--- src/rtl/fp_add_ctrl.sv ---
// Sequencing FSM for the single-precision FP adder datapath: operand select, align,
// add, normalise, round and a single post-round re-normalise, with result flags.
module fp_add_ctrl #(
  parameter int unsigned FRAC_W   = 27,
  parameter int unsigned EXP_W    = 8,
  parameter int unsigned MAX_NORM = 26
) (
  input  logic             clock,
  input  logic             reset,
  input  logic             start,
  input  logic [EXP_W-1:0] exp_dif,
  input  logic [FRAC_W-1:0] ula,
  input  logic [FRAC_W-1:0] round_fract,
  input  logic [EXP_W-1:0] exp_cur,
  output logic             sinalMuxFP1,
  output logic             sinalMuxFP2,
  output logic             sinalMuxFP3,
  output logic             sinalMuxFP4,
  output logic             sinalMuxFP5,
  output logic [EXP_W-1:0] sinalShiftFract,
  output logic [EXP_W:0]   sinalShiftRes,
  output logic             sinalIncOrDec,
  output logic             busy,
  output logic             done,
  output logic             overflow,
  output logic             underflow,
  output logic             zero
);

  localparam int unsigned MAG_W = FRAC_W - 1;
  localparam int unsigned CNT_W = $clog2(MAX_NORM + 1);

  localparam logic [EXP_W:0]   FRAC_LIM = (EXP_W + 1)'(FRAC_W);
  localparam logic [EXP_W-1:0] EXP_SAT  = EXP_W'((1 << EXP_W) - 2);
  localparam logic [EXP_W:0]   SHR_R1   = {1'b0, EXP_W'(1)};
  localparam logic [EXP_W:0]   SHR_L1   = {1'b1, EXP_W'(1)};
  localparam logic [CNT_W-1:0] CNT_MAX  = CNT_W'(MAX_NORM);

  typedef enum logic [2:0] {
    S_IDLE,
    S_EXPDIF,
    S_ALIGN,
    S_ADD,
    S_NORM,
    S_ROUND,
    S_CHECK,
    S_DONE
  } state_t;

  state_t           state_q;
  logic [CNT_W-1:0] cnt_q;
  logic             renorm_q;

  logic [EXP_W:0]   dif_ext_c;
  logic [EXP_W:0]   dif_abs_c;
  logic [EXP_W-1:0] shift_clamp_c;
  logic [MAG_W-1:0] mag_c;
  logic             mag_carry_c;
  logic             mag_hidden_c;
  logic             unused_bits_c;

  // Sign-extend before negating so that -2^(EXP_W-1) yields its true magnitude.
  always_comb begin
    dif_ext_c     = {exp_dif[EXP_W-1], exp_dif};
    dif_abs_c     = exp_dif[EXP_W-1] ? (~dif_ext_c + (EXP_W + 1)'(1)) : dif_ext_c;
    shift_clamp_c = (dif_abs_c > FRAC_LIM) ? FRAC_LIM[EXP_W-1:0] : dif_abs_c[EXP_W-1:0];
  end

  // After a round pass the magnitude under normalisation comes from the round stage.
  always_comb begin
    mag_c        = renorm_q ? round_fract[MAG_W-1:0] : ula[MAG_W-1:0];
    mag_carry_c  = mag_c[MAG_W-1];
    mag_hidden_c = mag_c[MAG_W-2];
  end

  assign unused_bits_c = ula[FRAC_W-1] ^ round_fract[FRAC_W-1];

  always_ff @(posedge clock) begin
    if (reset) begin
      state_q         <= S_IDLE;
      cnt_q           <= '0;
      renorm_q        <= 1'b0;
      sinalMuxFP1     <= 1'b0;
      sinalMuxFP2     <= 1'b0;
      sinalMuxFP3     <= 1'b0;
      sinalMuxFP4     <= 1'b0;
      sinalMuxFP5     <= 1'b0;
      sinalShiftFract <= '0;
      sinalShiftRes   <= '0;
      sinalIncOrDec   <= 1'b0;
      busy            <= 1'b0;
      done            <= 1'b0;
      overflow        <= 1'b0;
      underflow       <= 1'b0;
      zero            <= 1'b0;
    end else begin
      // Shift/step commands and done are single-cycle strobes.
      sinalShiftRes <= '0;
      sinalIncOrDec <= 1'b0;
      done          <= 1'b0;

      unique case (state_q)
        S_IDLE: begin
          if (start) begin
            state_q     <= S_EXPDIF;
            busy        <= 1'b1;
            cnt_q       <= '0;
            renorm_q    <= 1'b0;
            sinalMuxFP4 <= 1'b0;
            sinalMuxFP5 <= 1'b0;
            overflow    <= 1'b0;
            underflow   <= 1'b0;
            zero        <= 1'b0;
          end
        end

        S_EXPDIF: state_q <= S_ALIGN;

        S_ALIGN: begin
          sinalMuxFP1     <= exp_dif[EXP_W-1];
          sinalMuxFP2     <= exp_dif[EXP_W-1];
          sinalMuxFP3     <= ~exp_dif[EXP_W-1];
          sinalShiftFract <= shift_clamp_c;
          state_q         <= S_ADD;
        end

        S_ADD: state_q <= S_NORM;

        S_NORM: begin
          if (mag_c == '0) begin
            zero    <= 1'b1;
            done    <= 1'b1;
            cnt_q   <= '0;
            state_q <= S_DONE;
          end else if (cnt_q == CNT_MAX) begin
            cnt_q   <= '0;
            state_q <= S_ROUND;
          end else if (mag_carry_c) begin
            if (exp_cur >= EXP_SAT) begin
              overflow <= 1'b1;
              done     <= 1'b1;
              cnt_q    <= '0;
              state_q  <= S_DONE;
            end else begin
              sinalShiftRes <= SHR_R1;
              sinalIncOrDec <= 1'b0;
              cnt_q         <= CNT_W'(cnt_q + CNT_W'(1));
            end
          end else if (!mag_hidden_c) begin
            if (exp_cur == '0) begin
              underflow <= 1'b1;
              cnt_q     <= '0;
              state_q   <= S_ROUND;
            end else begin
              sinalShiftRes <= SHR_L1;
              sinalIncOrDec <= 1'b1;
              cnt_q         <= CNT_W'(cnt_q + CNT_W'(1));
            end
          end else begin
            cnt_q   <= '0;
            state_q <= S_ROUND;
          end
        end

        S_ROUND: begin
          sinalMuxFP4 <= 1'b1;
          sinalMuxFP5 <= 1'b1;
          state_q     <= S_CHECK;
        end

        // A rounding carry gets exactly one extra right-shift pass.
        S_CHECK: begin
          if (round_fract[MAG_W-1] && !renorm_q) begin
            renorm_q      <= 1'b1;
            sinalShiftRes <= SHR_R1;
            sinalIncOrDec <= 1'b0;
            state_q       <= S_NORM;
          end else begin
            done    <= 1'b1;
            state_q <= S_DONE;
          end
        end

        S_DONE: begin
          busy    <= 1'b0;
          state_q <= S_IDLE;
        end

        default: state_q <= S_IDLE;
      endcase
    end
  end

endmodule

--- config.mk ---
export PLATFORM = sky130hd
export DESIGN_NAME = fp_add_ctrl
export DESIGN_NICKNAME = d
export VERILOG_FILES = /design/src/rtl/fp_add_ctrl.sv
export SDC_FILE = /design/constraint.sdc
export NUM_CORES = 1
export LEC_CHECK = 0
export CAP_MARGIN = 20
export CORE_MARGIN = 1.5
export CORE_UTILIZATION = 36
export CTS_CLUSTER_DIAMETER = 100
export CTS_CLUSTER_SIZE = 12
export DETAILED_ROUTE_END_ITERATION = 8
export PLACE_DENSITY = 0.8
export REMOVE_ABC_BUFFERS = 1
export SYNTH_ARGS = -nofsm -noshare
export SYNTH_HDL_FRONTEND = slang
export SYNTH_SLANG_ARGS = --single-unit
--- constraint.sdc ---
create_clock -name clock -period 2.3 [get_ports clock]
set_input_delay 0.46 -clock clock [delete_from_list [all_inputs] [get_ports clock]]
set_output_delay 0.46 -clock clock [all_outputs]
set_load 0.02 [all_outputs]
==> impl_metrics.env, run 1 <==
export IMPL_status="finished, final reports clean"
export IMPL_min_path_type="flip-flop to flip-flop"
export IMPL_ant_nets=0
export IMPL_ys_ff_latch=28
export IMPL_setup_viol=0
export IMPL_cp_required_ns=2.47
export IMPL_maxCapViolCount=0
export IMPL_hpwlAfterDp_um=3672
export IMPL_io_pins=101
export IMPL_drive_above_1_share=0.08361
export IMPL_core_mm2=0.004086
export IMPL_synth_compound_area_share=0.1900
export IMPL_rsz0062_at_grt="false"
export IMPL_hp_start="sinalShiftFract[6]"
export IMPL_port_buffers=91
export IMPL_cts_tree="done"
export IMPL_ys_seq_area_frac=0.3607
export IMPL_via_per_inst=4.948
export IMPL_fin_worst_skew_ns=0.006082
export IMPL_die_h_um=68.70
export IMPL_area_growth_pct=68.44
export IMPL_fmax_mhz=476.4
export IMPL_row_count=23
export IMPL_critPathKind="primary input to flip-flop"
export IMPL_avgRoutedWirePerCell_um=12.46
export IMPL_synth_top_cell_area_share=0.3607
export IMPL_synth_cells=200
export IMPL_drtPass1Iterations=4
export IMPL_grt_max_degree=16
export IMPL_fin_util=0.6405
export IMPL_fillers=362
export IMPL_dp_cells=345
export IMPL_fin_nets=376
export IMPL_cp_arrival_ns=2.27
export IMPL_synth_adder_area_share=0.02415
export IMPL_async_flop_share=0
export IMPL_grt_use_total=0.1918
export IMPL_rr_startpoint="cnt_q[0]"
export IMPL_clockBufferDepth=2
export IMPL_start_kind="primary input"
export IMPL_hold_worst_slack_ns=0.4664
export IMPL_die_area_mm2=0.004720
export IMPL_initial_utilization=0.3803
export IMPL_synth_area_per_cell_um2=7.770
export IMPL_synth_xor_area_share=0.02254
export IMPL_cts_made_buffers=3
export IMPL_pre_cts_slack_ns=-0.08712
export IMPL_synth_mux_area_frac=0.01932
export IMPL_rrSetupSlack_ns=0.38
export IMPL_cts_root_buf="clkbuf_8"
export IMPL_multiInputGateArea_um2=893.4
export IMPL_ctsResizeCount=0
export IMPL_diodes=0
export IMPL_layout_min_cycle_time_ns=2.099
export IMPL_drtIter0Drc=102
export IMPL_synth_area_leader_cell="dfxtp_1"
export IMPL_final_area_mm2=0.002618
export IMPL_die_w_um=68.70
export IMPL_clock_latency_ns=0.27
export IMPL_antenna_found_initial=0
export IMPL_setup_slack_ns=0.2008
export IMPL_final_hold_violation_count=0
export IMPL_synth_edf_count=0
export IMPL_drc_errors=0
export IMPL_cp_max_fo=3
export IMPL_seqCellArea_um2=560.5
export IMPL_power_density_mw_per_mm2=443.4
export IMPL_cts_hold_buf=0
export IMPL_slew_viol_final=0
export IMPL_end_kind="flip-flop"
export IMPL_via_count=1727
export IMPL_yosys_area_share_simple=0.3019
export IMPL_hold_depth=1
export IMPL_hold_end="sinalShiftFract[6]"
export IMPL_cts_setup_buffers=0
export IMPL_clock_sinks=28
export IMPL_vdd_drop_max_v=0.0004101
export IMPL_grt_pass1_wl_um=6927
export IMPL_ys_warn_count=0
export IMPL_h_tree_depth=1
export IMPL_clk_pin_slew_ns=0.09
export IMPL_synth_area_mm2=0.001554
export IMPL_dpl_cell_area_mm2=0.002562
export IMPL_gp_congestion=0.8775
export IMPL_p_leak_nw=1.001
export IMPL_synthTopCellsByArea="dfxtp_1 36%, nor2_1 7.0%, a21oi_1 4.8%"
export IMPL_reg2reg_to="cnt_q[0]"
export IMPL_ff2ff_path_depth=9
export IMPL_grt_pass1_vias=1576
export IMPL_ys_types=42
export IMPL_synth_flop_cell="dfxtp_1"
export IMPL_synth_top_family_by_area="simple AND/OR/NAND/NOR gates"
export IMPL_stdcell_count=349
export IMPL_fin_crit_sh=0.9127
export IMPL_gr_total_overflow=0
export IMPL_drt_wl_total_um=4349
[placed cells by master (no fill, tap or decap), drive strengths merged]
cell           netlist  routed
clkdlybuf4s50        0      91
nor2                29      29
dfxtp               28      28
nand2               16      16
a21oi               15      15
buf                 11      15
nor3                13      13
nor4                11      11
o21ai               11      11
conb                 1       7
inv                  6       6
nand3                5       5
a31oi                4       4
clkbuf               6       4
o21a                 4       4
and2                 3       3
xor2                 3       3
nand4                3       3
mux2i                3       3
ha                   3       3
a211oi               3       3
nand3b               2       2
a22oi                2       2
nand2b               2       2
nor2b                2       2
or3                  1       1
or4b                 1       1
o31ai                1       1
nor4b                1       1
a221oi               1       1
and2b                1       1
and4b                1       1
and4                 1       1
a211o                1       1
o22ai                1       1
xnor2                1       1
o31a                 1       1
nor3b                1       1
a21o                 1       1
[area by class of cell]
| type | count | area share |
|---|---|---|
| clock buffer | 4 | 0.02103 |
| sequential | 28 | 0.2141 |
| timing repair buffer | 106 | 0.3910 |
| tap | 50 | 0.02390 |
| multi-input combinational | 155 | 0.3413 |
| inverter | 6 | 0.008604 |
[power breakdown]
part           switching [mW]  internal (mW)
combinational           0.140          0.194
sequential             0.0214          0.507
clock                   0.146          0.153
total                   0.307          0.854
[Yosys cell counts, types with 2 or more instances]
master / number
nor2_1: 29
nor3_1: 13
nand4_1: 3
nor4_1: 11
nor2b_1: 2
nand3b_1: 2
o21ai_0: 10
a211oi_1: 2
o21a_1: 3
nand2b_1: 2
and2_1: 3
ha_1: 3
a21oi_1: 15
inv_1: 6
buf_4: 9
buf_2: 2
a31oi_1: 4
nand3_1: 5
dfxtp_1: 28
xor2_1: 3
nand2_1: 16
a22oi_1: 2
clkbuf_1: 6
mux2i_1: 3
[metrics by stage]
stage,power (mW),TNS (ns)
4_1_cts,1.167,0
3_3_place_gp,0.8659,-0.2737
5_1_grt,1.214,0
3_5_place_dp,0.8719,-0.6322
6_report,1.161,0
2_1_floorplan,0.6632,0
[cells by family (layout without fill, tap and decap cells)]
group                    Yosys count  in the layout
adder cells (fa/ha/maj)            3              3
other                              1              7
AO/OA/AOI/OAI                     45             45
flip-flops                        28             28
buffers and inverters             23            116
multiplexers                       3              3
XOR/XNOR                           4              4
AND/OR/NAND/NOR                   93             93
[state kept, by name, summed over array words and instances, names as in the netlist, 2 cells and up]
signal / cells
sinalShiftFract: 8
cnt_q: 5
state_q: 3
sinalShiftRes: 2
[worst max-delay path by stage]
stage | startpoint | end | slack, ns | depth (start not counted)
2_1_floorplan | exp_dif[0] | sinalShiftFract[0] | 0.41 | 6
3_3_place_gp | exp_dif[0] | sinalShiftFract[0] | -0.06 | 7
3_5_place_dp | exp_dif[0] | sinalShiftFract[0] | -0.09 | 7
4_1_cts | exp_dif[0] | sinalShiftFract[0] | 0.20 | 7
5_1_grt | ula[13] | state_q[1] | 0.02 | 8
6_report | exp_dif[0] | sinalShiftFract[0] | 0.20 | 7
[critical path, stage by stage]
cell	delay, ns
clkdlybuf4s50_1	0.42
or3_4	0.38
or4b_1	0.47
a21oi_1	0.15
o21a_2	0.17
o31a_4	0.15
a21oi_1	0.06
[metal layers]
layer | vias up | routed length [um] | global-route usage
li1 | 895 | - | -
met1 | 793 | 1951 | 0.2420
met2 | 33 | 2228 | 0.3438
met3 | 6 | 128 | 0.02922
met4 | 0 | 40 | 0.04167
met5 | - | 0 | 0
Power figures use the tool's default switching activity.
==> run 2, diff against run 1 <==
- PLACE_DENSITY: 0.8 -> 0.91
==> impl_metrics.env, run 2 (synthesis gave the netlist of run 1 again) <==
export IMPL_status="finished, final reports clean"
export IMPL_gr_total_overflow=0
export IMPL_cts_tree="done"
export IMPL_drc_errors=0
export IMPL_final_hold_violation_count=0
export IMPL_drt_wl_total_um=4539
export IMPL_rr_startpoint="cnt_q[0]"
export IMPL_initial_utilization=0.3803
export IMPL_cts_setup_buffers=0
export IMPL_seqCellArea_um2=560.5
export IMPL_diodes=0
export IMPL_cp_arrival_ns=2.28
export IMPL_start_kind="primary input"
export IMPL_cts_hold_buf=0
export IMPL_die_area_mm2=0.004720
export IMPL_drive_above_1_share=0.07744
export IMPL_largest_register_ffs=8
export IMPL_dpl_cell_area_mm2=0.002547
export IMPL_rsz0062_at_grt="false"
export IMPL_layout_commonest_cell="clkdlybuf4s50_1"
export IMPL_fillers=357
export IMPL_area_growth_pct=68.52
export IMPL_fmax_mhz=474.6
export IMPL_top_register="sinalShiftFract"
export IMPL_startpoint="exp_dif[0]"
export IMPL_cts_root_buf="clkbuf_8"
export IMPL_port_buffers=91
export IMPL_slew_viol_final=0
export IMPL_p_leak_nw=0.9970
export IMPL_setup_viol=0
export IMPL_end_kind="flip-flop"
export IMPL_clockBufferDepth=2
export IMPL_ctsResizeCount=0
export IMPL_h_tree_depth=1
export IMPL_fin_crit_sh=0.9161
export IMPL_min_path_type="flip-flop to flip-flop"
export IMPL_grt_pass1_wl_um=6789
export IMPL_row_count=23
export IMPL_drtIter0Drc=26
export IMPL_core_mm2=0.004086
export IMPL_gp_congestion=0.7651
export IMPL_reg_top3="sinalShiftFract x8, cnt_q x5, state_q x3"
export IMPL_via_count=1795
export IMPL_power_density_mw_per_mm2=476.9
export IMPL_drtPass1Iterations=4
export IMPL_vdd_drop_max_v=0.0002682
export IMPL_fin_util=0.6408
export IMPL_grt_max_degree=17
export IMPL_avgRoutedWirePerCell_um=13.08
export IMPL_final_cell_mix="91 x clkdlybuf4s50_1, 29 x nor2_1, 28 x dfxtp_1"
export IMPL_grt_use_total=0.1867
export IMPL_maxCapViolCount=0
export IMPL_cp_max_fo=3
export IMPL_io_pins=101
export IMPL_ant_nets=0
export IMPL_die_h_um=68.70
export IMPL_via_per_inst=5.173
export IMPL_antenna_found_initial=0
export IMPL_finalSetupTns_ns=0
export IMPL_hp_start="sinalShiftFract[5]"
export IMPL_fin_nets=374
export IMPL_layout_min_cycle_time_ns=2.107
export IMPL_p_total_mw=1.249
export IMPL_clk_pin_slew_ns=0.09
export IMPL_die_w_um=68.70
export IMPL_cp_required_ns=2.47
export IMPL_cts_made_buffers=3
export IMPL_grt_pass1_vias=1626
export IMPL_critPathKind="primary input to flip-flop"
export IMPL_clock_sinks=28
export IMPL_multiInputGateArea_um2=893.4
export IMPL_fin_worst_skew_ns=0.005133
export IMPL_final_area_mm2=0.002619
export IMPL_hpwlAfterDp_um=3721
export IMPL_clock_latency_ns=0.28
==> run 2: worst paths after layout <==
| kind | endpoint | depth (start not counted) | slack, ns |
|---|---|---|---|
| setup / recovery | sinalShiftFract[0] | 7 | 0.19 |
| hold / removal | sinalShiftFract[5] | 1 | 0.47 |
| setup reg to reg | cnt_q[0] | 9 | 0.32 |
| hold reg to reg | sinalShiftFract[5] | 1 | 0.47 |
==> run 2: final cells by class <==
cell class / count / share of cell area
clock inverters: 1 / 0.01147
flip-flops and latches: 28 / 0.2140
well taps: 50 / 0.02389
multi-input cells: 155 / 0.3411
inverters: 6 / 0.008600
clock buffers: 3 / 0.01577
repair buffers: 104 / 0.3851
==> run 2: metal layers <==
metal  GRT usage  part of all wire  wire length (um)  vias up
li1            -                 -                 -      896
met1      0.1990              0.40              1804      807
met2      0.3762              0.50              2285       86
met3     0.02922             0.089               405        6
met4     0.04412            0.0095                43        0
met5           0                 0                 0        -
==> run 2: power breakdown <==
group / leakage [nW] / switching (mW) / internal [mW] / total, mW
registers: 0.227 / 0.0231 / 0.507 / 0.530
clock network: 0.0357 / 0.156 / 0.233 / 0.389
logic: 0.734 / 0.138 / 0.192 / 0.330
==> run 2: metrics by stage <==
step                worst slack, ns  std cells  hold WS, ns
floorplan                    0.4138        189       0.4598
global placement           -0.04174        343       0.4429
detailed placement         -0.09649        343       0.4482
CTS                          0.1902        347       0.4706
global route                0.06024        347       0.4899
finish                       0.1929        347       0.4712
==> run 2: worst max-delay path, stage by stage <==
cell and delay [ns]:
clkdlybuf4s50_1 0.43, or3_4 0.40, or4b_1 0.46, a21oi_1 0.16, o21a_2 0.17, o31a_4 0.14
a21oi_1 0.06
==> run 3, diff against run 2 <==
- CTS_CLUSTER_SIZE: 12 -> default
==> results of run 3 <==
No change in the layout: final DEF, timing and power equal those of run 2.
